`config.mk`:
```
export PLATFORM = sky130hd
export DESIGN_NAME = scan_loader
export DESIGN_NICKNAME = d
export VERILOG_FILES = /design/src/rtl/scan_loader.sv
export SDC_FILE = /design/constraint.sdc
export NUM_CORES = 1
export LEC_CHECK = 0
export CAP_MARGIN = 30
export CORE_MARGIN = 2
export CORE_UTILIZATION = 60
export CTS_BUF_LIST = sky130_fd_sc_hd__clkbuf_2
export CTS_CLUSTER_SIZE = 24
export DETAILED_ROUTE_END_ITERATION = 12
export DONT_BUFFER_PORTS = 1
export HOLD_SLACK_MARGIN = 0.08
export PLACE_DENSITY = 0.85
export SLEW_MARGIN = 25
export SYNTH_ARGS = -nofsm -noshare
export SYNTH_HDL_FRONTEND = slang
export SYNTH_SLANG_ARGS = --single-unit
```
`constraint.sdc`:
```
create_clock -name clk -period 3.5 [get_ports clk]
set_input_delay 0 -clock clk [delete_from_list [all_inputs] [get_ports clk]]
set_output_delay 0 -clock clk [all_outputs]
set_load 0.005 [all_outputs]
```
`src/rtl/scan_loader.sv`:
```
// Serial scan-chain master: streams whole pattern buffers out on sin while
// capturing the old buffer contents from sout as a readback byte stream.
//
// state | meaning
// IDLE  | waiting for start; scan interface parked (ssel=0, sclk=0, sin=0)
// LOAD  | wr_ready high, sclk held low, waiting for the next write byte
// SHIFT | clocking one byte out MSB-first, sampling sout before each sclk rise
// FIN   | ssel/busy dropped, done pulse, back to IDLE
module scan_loader #(
    parameter int buffer_size  = 22,
    parameter int buffer_width = 8,
    parameter int clk_div      = 2
) (
    input  logic                    clk,
    input  logic                    rst,
    input  logic                    start,
    input  logic [2:0]              addr,
    output logic                    busy,
    output logic                    done,
    input  logic [buffer_width-1:0] wr_data,
    input  logic                    wr_valid,
    output logic                    wr_ready,
    output logic [buffer_width-1:0] rd_data,
    output logic                    rd_valid,
    output logic                    sclk,
    output logic                    sin,
    input  logic                    sout,
    output logic                    ssel,
    output logic [2:0]              saddr
);

    localparam int PH_W   = $clog2(2 * clk_div);
    localparam int BIT_W  = $clog2(buffer_width + 1);
    localparam int BYTE_W = $clog2(buffer_size + 1);

    localparam logic [PH_W-1:0]   PH_SAMPLE = PH_W'(clk_div - 1);
    localparam logic [PH_W-1:0]   PH_LAST   = PH_W'(2 * clk_div - 1);
    localparam logic [BIT_W-1:0]  BIT_LAST  = BIT_W'(buffer_width - 1);
    localparam logic [BYTE_W-1:0] BYTE_LAST = BYTE_W'(buffer_size - 1);

    typedef enum logic [1:0] {IDLE, LOAD, SHIFT, FIN} state_t;

    state_t                  state;
    logic [PH_W-1:0]         ph;
    logic [BIT_W-1:0]        bit_cnt;
    logic [BYTE_W-1:0]       byte_cnt;
    logic [buffer_width-1:0] shreg;
    logic [buffer_width-1:0] cap;

    // shreg is cleared whenever SHIFT ends, so sin idles low outside SHIFT
    assign sin = shreg[buffer_width-1];

    always_ff @(posedge clk) begin
        if (rst) begin
            state    <= IDLE;
            ph       <= '0;
            bit_cnt  <= '0;
            byte_cnt <= '0;
            shreg    <= '0;
            cap      <= '0;
            busy     <= 1'b0;
            done     <= 1'b0;
            wr_ready <= 1'b0;
            rd_data  <= '0;
            rd_valid <= 1'b0;
            sclk     <= 1'b0;
            ssel     <= 1'b0;
            saddr    <= '0;
        end else begin
            done     <= 1'b0;
            rd_valid <= 1'b0;
            case (state)
                IDLE: begin
                    if (start) begin
                        saddr    <= addr;
                        byte_cnt <= '0;
                        busy     <= 1'b1;
                        ssel     <= 1'b1;
                        wr_ready <= 1'b1;
                        state    <= LOAD;
                    end
                end
                LOAD: begin
                    if (wr_valid) begin
                        shreg    <= wr_data;
                        bit_cnt  <= '0;
                        ph       <= '0;
                        wr_ready <= 1'b0;
                        state    <= SHIFT;
                    end
                end
                SHIFT: begin
                    // last low-phase cycle: capture sout, then sclk rises
                    if (ph == PH_SAMPLE) begin
                        cap  <= {cap[buffer_width-2:0], sout};
                        sclk <= 1'b1;
                    end
                    if (ph == PH_LAST) begin
                        ph   <= '0;
                        sclk <= 1'b0;
                        if (bit_cnt == BIT_LAST) begin
                            shreg    <= '0;
                            rd_data  <= cap;
                            rd_valid <= 1'b1;
                            byte_cnt <= byte_cnt + 1'b1;
                            if (byte_cnt == BYTE_LAST) begin
                                ssel  <= 1'b0;
                                busy  <= 1'b0;
                                done  <= 1'b1;
                                state <= FIN;
                            end else begin
                                wr_ready <= 1'b1;
                                state    <= LOAD;
                            end
                        end else begin
                            bit_cnt <= bit_cnt + 1'b1;
                            shreg   <= {shreg[buffer_width-2:0], 1'b0};
                        end
                    end else begin
                        ph <= ph + 1'b1;
                    end
                end
                FIN: begin
                    state <= IDLE;
                end
                default: state <= IDLE;
            endcase
        end
    end

endmodule

```
# Word-level counts from Yosys, hierarchy flattened
# Index checks and enable logic that the tools add are counted.
[op_classes] n_lt_le_gt_ge=0 div=0 reduce_logical=18 shift=0 bitwise=3 multipliers=0 n_eq_ne=14 addsub=3 n_mux=35
[ops] cell="8-bit 2-to-1 mux" n=3
[ops] cell="8-bit case mux with 2 select lines" n=1
[ops] cell="5-bit 2-to-1 mux" n=3
[ops] cell="2-bit 2-to-1 mux" n=7
[ops] cell="2-bit != test, second input constant" n=7
[ops] cell="1-bit 2-to-1 mux" n=12
[ops] cell="4-bit 2-to-1 mux" n=3
[ops] cell="4-bit AND reduction" n=3
[ops] cell="5-bit case mux with 2 select lines" n=1
[ops] cell="2-bit case mux with 4 select lines" n=1
[ops] cell="4-bit case mux with 2 select lines" n=1
[ops] cell="2-bit AND reduction" n=4
[ops] cell="2-bit equality test, second input constant" n=3
[ops] cell="3-bit AND reduction" n=2
[ops] cell="6-bit AND reduction" n=1
[ops] cell="2-bit nonzero test" n=3
[ops] cell="5-bit by 1-bit adder with 5-bit output, second input constant" n=1
[ops] cell="5-bit equality test, second input constant" n=1
[ops] cell="5-bit AND reduction" n=1
[ops] cell="4-bit by 1-bit adder with 4-bit output, second input constant" n=1
[ops] cell="2-bit by 1-bit equality test with 1-bit output, second input constant" n=2
[ops] cell="4-bit by 3-bit equality test with 1-bit output, second input constant" n=1
[ops] cell="2-bit case mux with 2 select lines" n=1
[ops] cell="4-bit OR reduction" n=1
[ops] cell="7 further kinds" n=9
[totals] out_inout_bits=18 latchBits=0 regBits=45 rom_bits=0 n_memories=0 elab_cells=86 ram_bits=0

# Logic depth before layout (Yosys ltp)
# Gate-level depths: netlist (run 1).
[depth] depth_word=5 mapped_depth=6

# Least setup slack after synthesis (run 1)
# OpenSTA, ideal clock, no wires.
[synth_timing] path_type="register -> register" from="register ph[0]" to="register byte_cnt[4]" synth_period_minus_slack_ns=1.622 arrival_time_ns=1.536 n_path_buf=0 stages_incl_launch_ff=6 path_slack_ns=1.878 cell_sequence="dfxtp_1 -> ha_1 -> and4b_1 -> o221ai_2 -> or3_1 -> a211oi_1"
[synth_via] elab_chain_len=3
[synth_lines] element="start: declaration" line_no="44" source="logic [PH_W-1:0] ph;"
[synth_lines] element="start signal: assignment" line_no="120" source="ph <= ph + 1'b1;"
[synth_lines] element="2-bit equality test" line_no="98" source="if (ph == PH_LAST) begin"
[synth_lines] element="2-bit != test (no line)"
[synth_lines] element="4-bit AND reduction (no line)"
[synth_lines] element="end signal: assignment" line_no="105" source="byte_cnt <= byte_cnt + 1'b1;"
[synth_lines] element="end: declaration" line_no="46" source="logic [BYTE_W-1:0] byte_cnt;"
# No other way between the ends.
# A chain may end at the register's enable or synchronous reset.

# Worst setup path in the final report (run 1)
[layout_timing] from="register state[1]" to="register saddr[1]"
[layout_via] elab_chain_len=2
[layout_lines] element="start: declaration" line_no="43" source="state_t state;"
[layout_lines] element="start signal: assignment" line_no="55" source="state <= IDLE;"
[layout_lines] element="start signal: assignment" line_no="80" source="state <= LOAD;"
[layout_lines] element="start signal: assignment" line_no="89" source="state <= SHIFT;"
[layout_lines] element="2-bit logical NOT" line_no="72" source="case (state)"
[layout_lines] element="2-bit AND reduction (no line)"
[layout_lines] element="end signal: assignment" line_no="75" source="saddr <= addr;"
[layout_lines] element="end: declaration" line_no="29" source="output logic [2:0] saddr"
# No other way between the ends.

==> results of run 1 <==
## report_power, final
part | internal, µW | switching [µW] | leakage (µW)
clock | 125 | 174 | 0.0000432
combinational | 48.5 | 44.1 | 0.000391
sequential | 528 | 17.7 | 0.000365
## metal layers
layer | GRT usage, % | wire length (µm)
met1 | 30.35 | 1812
met3 | 6.723 | 202
met2 | 37.29 | 1906
met5 | 0 | 0
met4 | 12.46 | 96
## logic make-up (layout without fill, tap and decap cells)
| group | count (synthesis) | count (layout) |
|---|---|---|
| AO/OA/AOI/OAI | 62 | 62 |
| XOR/XNOR | 2 | 2 |
| adder cells (fa/ha/maj) | 5 | 5 |
| buffers and inverters | 25 | 38 |
| flip-flops | 45 | 45 |
| multiplexers | 5 | 5 |
| AND/OR/NAND/NOR | 86 | 86 |
## state kept, by name, indices dropped and copies added, names as in the netlist, 2 cells and up
signal    count
cap           8
rd_data       8
shreg         8
byte_cnt      5
bit_cnt       4
saddr         3
ph            2
state         2
## final cells by class
class,instances,area (µm²),area share [%]
timing repair buffer,21,220.2,9.821
inverter,9,33.78,1.507
multi-input combinational,160,963.4,42.97
tap,44,55.05,2.455
clock inverter,2,38.79,1.730
sequential,45,900.9,40.18
clock buffer,6,30.03,1.339
## synth_stat cells, types with 2 or more instances
cell,number
clkbuf_1,10
o221ai_1,6
nand4b_1,2
nor2_1,13
inv_1,9
o21ai_0,7
o21ai_1,4
buf_6,3
nor3_1,6
dfxtp_1,45
buf_4,2
nand3_1,12
mux2i_1,4
ha_1,5
and4b_1,3
nand3b_1,2
nand2_1,35
a21oi_1,31
a211oi_1,3
nor2b_1,2
or3_1,2
## worst reg2reg max path: cells and delay by family, from the launching register on
kind | cells | cell delay [ns]
buffers and inverters | 2 | 1.12
flip-flops | 1 | 0.54
multiplexers | 1 | 0.25
AND/OR/NAND/NOR | 2 | 0.62
## worst paths after layout
check / endpoint / slack, ns / cells after the start
max: saddr[1] / 0.92 / 5
min: cap[0] / 0.23 / 3
max reg2reg: saddr[1] / 0.92 / 5
min reg2reg: rd_data[7] / 0.47 / 2
## metrics by stage
step / util, % / area [µm²] / total power [µW] / cells
floorplan: - / 1989 / 616.6 / 230
global placement: 62.94 / 1953 / 612.0 / 258
detailed placement: 62.94 / 1953 / 613.6 / 258
CTS: 72.26 / 2242 / 935.8 / 287
global route: 72.26 / 2242 / 969.6 / 287
finish: 72.26 / 2242 / 937.8 / 287
==> results.md, run 1 <==
* Status: complete, no violations
* Final WL at 4018 µm
* CP Capture Type: register
* Critical path origin: state[1]
* Post-synthesis cell type count at 45
* Nets@finish at 263
* Overall Global Routing Usage at 24.02%
* Die W at 61.58 µm
* Port Buf Inserts at 0
* Top-Level Pins at 34
* Start of the worst register-to-register path: state[1]
* Max cap viols at 0
* Data required time at the worst endpoint at 3.87 ns
* Worst IR Drop VDD at 0.2774 mV
* Syn Area/Cell at 8.650 µm²
* Simple-Gate Fraction of Synth Area at 22.33%
* Top-area cell type share of the netlist area at 45.28%
* Largest family of logic cells by synthesized area: simple AND/OR/NAND/NOR gates
* Post-synth EDFFs at 0
* Gate count of the mapped netlist at 230
* DR vias at 1634
* Post-synth top flop: dfxtp_1
* Die height at 61.58 µm
* CP startpoint kind: register
* Antenna-violating nets left at 0
* CTS resizes at 0
* Compound-Gate Fraction of Synth Area at 19.50%
* Htree depth at 2
* PwrDens at 418.3 mW/mm²
* Commonest cells after routing, fill and taps aside: dfxtp_1, nand2_1, a21oi_1, dlygate4sd3_1, nor2_1
* CTS Hold Bufs at 21
* Cell Area, Synth at 0.001989 mm²
* Setup TNS Final at 0 ns
* First-pass GRT wire length at 6630 µm
* Min-Delay Path Class: in -> reg
* Core area at 0.003103 mm²
* Buf+Inv Stages, Crit Path at 2
* Final GP Congestion at 0.8084
* Max incr delay on CP at 0.58 ns
* CP delay by family, top: buffers and inverters
* CP Max Fanout at 18
* 1st-iter DRT viols at 73
* Max Root-Sink Buffers at 2
* Rel. slew slack at 42.25%
* Seq/Total Area, Yosys at 45.28%
* Synth Area in Adders at 3.145%
* Final Hold Viols at 0
* Detailed Place HPWL at 2486 µm
* Number of buffers created by CTS at 5
* Leakage Power at 0.0007993 µW
* Antenna Diode Count at 0
* Critical-path top delay cell: nor3b_2
* Async S/R FF share, synth at 0%
* Fin. max-slew vios at 0
* Setup WS pre-CTS at 1.365 ns
* Fill cells at 254
* CP Data Arrival Time at 2.95 ns
* Hold Path Origin: sout
* CTS tree: yes
* Worst Max-Slew Pin Slew at 0.8644 ns
* DR DRC count at 0
* CP Class: reg -> reg
* Layout cells sized above 1 at 6.584%
* Num rows at 20
* WL/cell at 14.00 µm
* Seq cells post-synth at 45
* Most Frequent Cell on Critical Path: dlygate4sd3_1
* Min setup slack post-route at 0.9179 ns
* Clk slew on worst S/H paths at 0.24 ns
* Overflow after GRT at 0
* Synth area leader: dfxtp_1
* Synth warnings at 0
* Setup violators final at 0
* Setup bufs post-CTS at 0
* Skew-Pair Late Insertion Delay at 0.44 ns
* WHS at 0.2319 ns
* Total clock sinks at 45
* Most common cell after layout, fill and taps aside: dfxtp_1
* RSZ-0062 raised after global routing: no
* Fin crit period at 2.582 ns
* Initial Utilization at 64.11%
* Root buffer cell: clkbuf_2
* Sequence of cells on the critical path: nor3b_2 > mux2i_1 > dlygate4sd3_1 > nor2_1 > dlygate4sd3_1
* Initial antenna violation count at 0
* Synth Area in XOR/XNOR at 0.8805%
* Synth top area cells: dfxtp_1, a21oi_1, nand2_1
* Post-synthesis mux area share at 2.579%
* Die Area at 0.003792 mm²
* FMAX at 387.3 MHz
* Vias in the first global route at 1502
* Setup Skew at 0.02741 ns
* Via-per-instance ratio at 5.693
* Largest net degree at the start of global routing at 43
* Tcrit/Tclk final at 73.78%
* Syn nets at 251
* Layout Area Growth over Synthesis at 12.70%
* DR pass1 iterations at 4
No activity file was read; power rests on OpenSTA's default activity.
==> run 2, diff against run 1 <==
Settings changed: ABC_AREA set to 1, CORE_UTILIZATION 60 to 59, PLACE_DENSITY 0.85 to 0.87.
Clock period 3.5 ns to 2.3 ns, I/O delays scaled along.
==> run 2 against run 1 <==
- via count increased by 5.4%
- sequential power increased by 80%
- combinational power grew to 6.6 times the previous value
- total power up 120%
- worst setup slack worse by 0.39 ns
- largest power group unchanged
- register-to-register slack worse by 0.35 ns
- synthesized cell count up 9.6%
- final cell count grew 8.4%
- global-route usage shrank 0.25 points
- final area fell by 2.4%
- clock-buffer cell count unchanged
==> results.md, run 2 <==
* Vias in the first global route at 1497
* Most common cell after layout, fill and taps aside: dfxtp_1
* Setup bufs post-CTS at 0
* Syn Area/Cell at 7.880 µm²
* DR vias at 1722
* Area of the multi-input gates at 899.6 µm²
* Post-route cell area at 0.002188 mm²
* Seq cells post-synth at 45
* 1st-iter DRT viols at 174
* Antenna Diode Count at 0
* Skew-Pair Late Insertion Delay at 0.43 ns
* Register Area at 900.9 µm²
* Setup WS pre-CTS at 0.6894 ns
* Htree depth at 2
* CP Max Fanout at 23
* DR pass1 iterations at 4
* Worst IR Drop VDD at 0.5925 mV
* Port Buf Inserts at 0
* Die W at 62.02 µm
* Total clock sinks at 45
* Status: complete, no violations
* Post-synth top flop: dfxtp_1
* Most common cell in the synthesized netlist: dfxtp_1
* Seq/Total Area, Yosys at 45.37%
* Antenna-violating nets left at 0
* Initial Utilization at 60.46%
* Final WL at 4203 µm
* Rel. slew slack at 47.48%
* Commonest cells after routing, fill and taps aside: dfxtp_1, nand2_1, a21oi_1, nand3_1, inv_1
* Root buffer cell: clkbuf_2
* Worst R2R End: saddr[0]
* Core area at 0.003284 mm²
* RSZ-0062 raised after global routing: no
* Die Area at 0.003846 mm²
* Data required time at the worst endpoint at 2.63 ns
* Nets@finish at 285
* Leakage Power at 0.0008641 µW
* Final GP Congestion at 0.8394
* Hold Path Origin: start
* Clk slew on worst S/H paths at 0.21 ns
* Synth area leader: dfxtp_1
* Placed instance area at 0.001974 mm²
* Start of the worst register-to-register path: state[1]
* WL/cell at 13.51 µm
* Max cap viols at 0
* Syn nets at 273
* Overall Global Routing Usage at 23.77%
* DR DRC count at 0
* Min setup slack post-route at 0.5250 ns
* Gate count of the mapped netlist at 252
* Initial antenna violation count at 0
* Detailed Place HPWL at 2616 µm
* Synth top cells by count: dfxtp_1, nand2_1, a21oi_1
* Synth top area cells: dfxtp_1, a21oi_1, nand3_1
* FF-to-FF path depth at 5
* Top-area cell type share of the netlist area at 45.37%
* Top-Level Pins at 34
* CTS resizes at 0
* Max Root-Sink Buffers at 2
* CP Class: in -> reg
* CTS tree: yes
* Setup TNS Final at 0 ns
* Synth warnings at 0
* FMAX at 563.4 MHz
* Hold-critical path depth at 3
* Worst Max-Slew Pin Slew at 0.7851 ns
* Tcrit/Tclk final at 77.17%
* Overflow after GRT at 0
* Setup Skew at 0.009726 ns
* Layout cells sized above 1 at 8.302%
* CP Data Arrival Time at 2.11 ns
* R2R Setup Slk at 0.57 ns
* Via-per-instance ratio at 5.537
* Post-synthesis cell type count at 28
* Async S/R FF share, synth at 0%
* Fin. max-slew vios at 0
* WHS at 0.2702 ns
* Post-synth EDFFs at 0
* Min-Delay Path Class: in -> reg
* Largest net degree at the start of global routing at 24
* First-pass GRT wire length at 6665 µm
* Hold EP: saddr[0]
* CP startpoint kind: primary input
* Final Hold Viols at 0
* Layout Area Growth over Synthesis at 10.21%
* Number of buffers created by CTS at 5
* CP Capture Type: register
* PwrDens at 929.4 mW/mm²
* Setup violators final at 0
* Num rows at 21
* Cell Area, Synth at 0.001986 mm²
* Fin crit period at 1.775 ns
* Regs by FF count: cap (8), rd_data (8), shreg (8)
* Die height at 62.02 µm
* Fill cells at 262
-- run 2: cell types whose count changed after synthesis, moves of 6 or more --
cell	previous run	this run
o221ai_1	6	0
a31oi_1	1	7
clkbuf_1	10	3
nor3_1	6	0
o21ai_0	7	19
nand3_1	12	32
inv_1	9	27
-- run 2: layout make-up --
cell class	count	share of cell area (%)
clock inverter	2	1.544
tap	46	2.630
multi-input combinational	166	41.11
timing repair buffer	15	6.861
clock buffer	6	1.372
sequential	45	41.17
inverter	31	5.317
-- run 2: worst max path at each step --
stage	from	end	slack, ns
after global placement	state[1]	cap[4]	0.82
after global routing	rst	shreg[0]	0.38
final	rst	shreg[0]	0.53
after floorplan	ph[0]	byte_cnt[4]	0.97
after CTS	rst	shreg[0]	0.55
after detailed placement	ph[0]	byte_cnt[0]	0.69
-- run 2: kinds of logic (layout without fill, tap and decap cells) --
family          count (synthesis)  count (layout)  share of synthesized area [%]
simple gates                   95              95                          24.57
flops                          45              45                          45.37
compound gates                 65              65                          17.14
xor+xnor                        1               1                         0.4412
buf+inv                        41              54                          9.325
fa+ha+maj                       5               5                          3.151
-- run 2: stage by stage --
step                power [µW]  util (%)  instances
floorplan                 1466         -        252
global placement          1533     60.11        288
detailed placement        1554     60.11        288
CTS                       2020     66.63        311
global route              2167     66.63        311
finish                    2034     66.63        311
-- run 2: report_power, final --
part / switching (µW) / leakage [µW] / internal (µW) / total (µW)
sequential: 102 / 0.000365 / 882 / 984
combinational: 420 / 0.000459 / 193 / 613
clock: 251 / 0.0000406 / 185 / 437
-- run 2: metal layers --
layer	wire, µm	vias up	GRT usage [%]	part of all wire, %
met4	108	0	10.33	2.6
li1	-	857	-	-
met2	2021	65	36.31	48
met3	269	11	7.660	6.4
met5	0	-	0	0
met1	1803	789	30.76	43
-- run 2: critical path, stage by stage --
cell,delay [ns]
dlygate4sd3_1,1.05
inv_1,0.54
nand2_1,0.25
inv_1,0.10
nand3_1,0.07
o21ai_0,0.09
-- run 2: timing repair --
| action | CTS | global route |
|---|---|---|
| setup endpoints to repair | 0 | 0 |
| endpoints found under the hold margin | 45 | 0 |
| hold buffers | 15 | 0 |
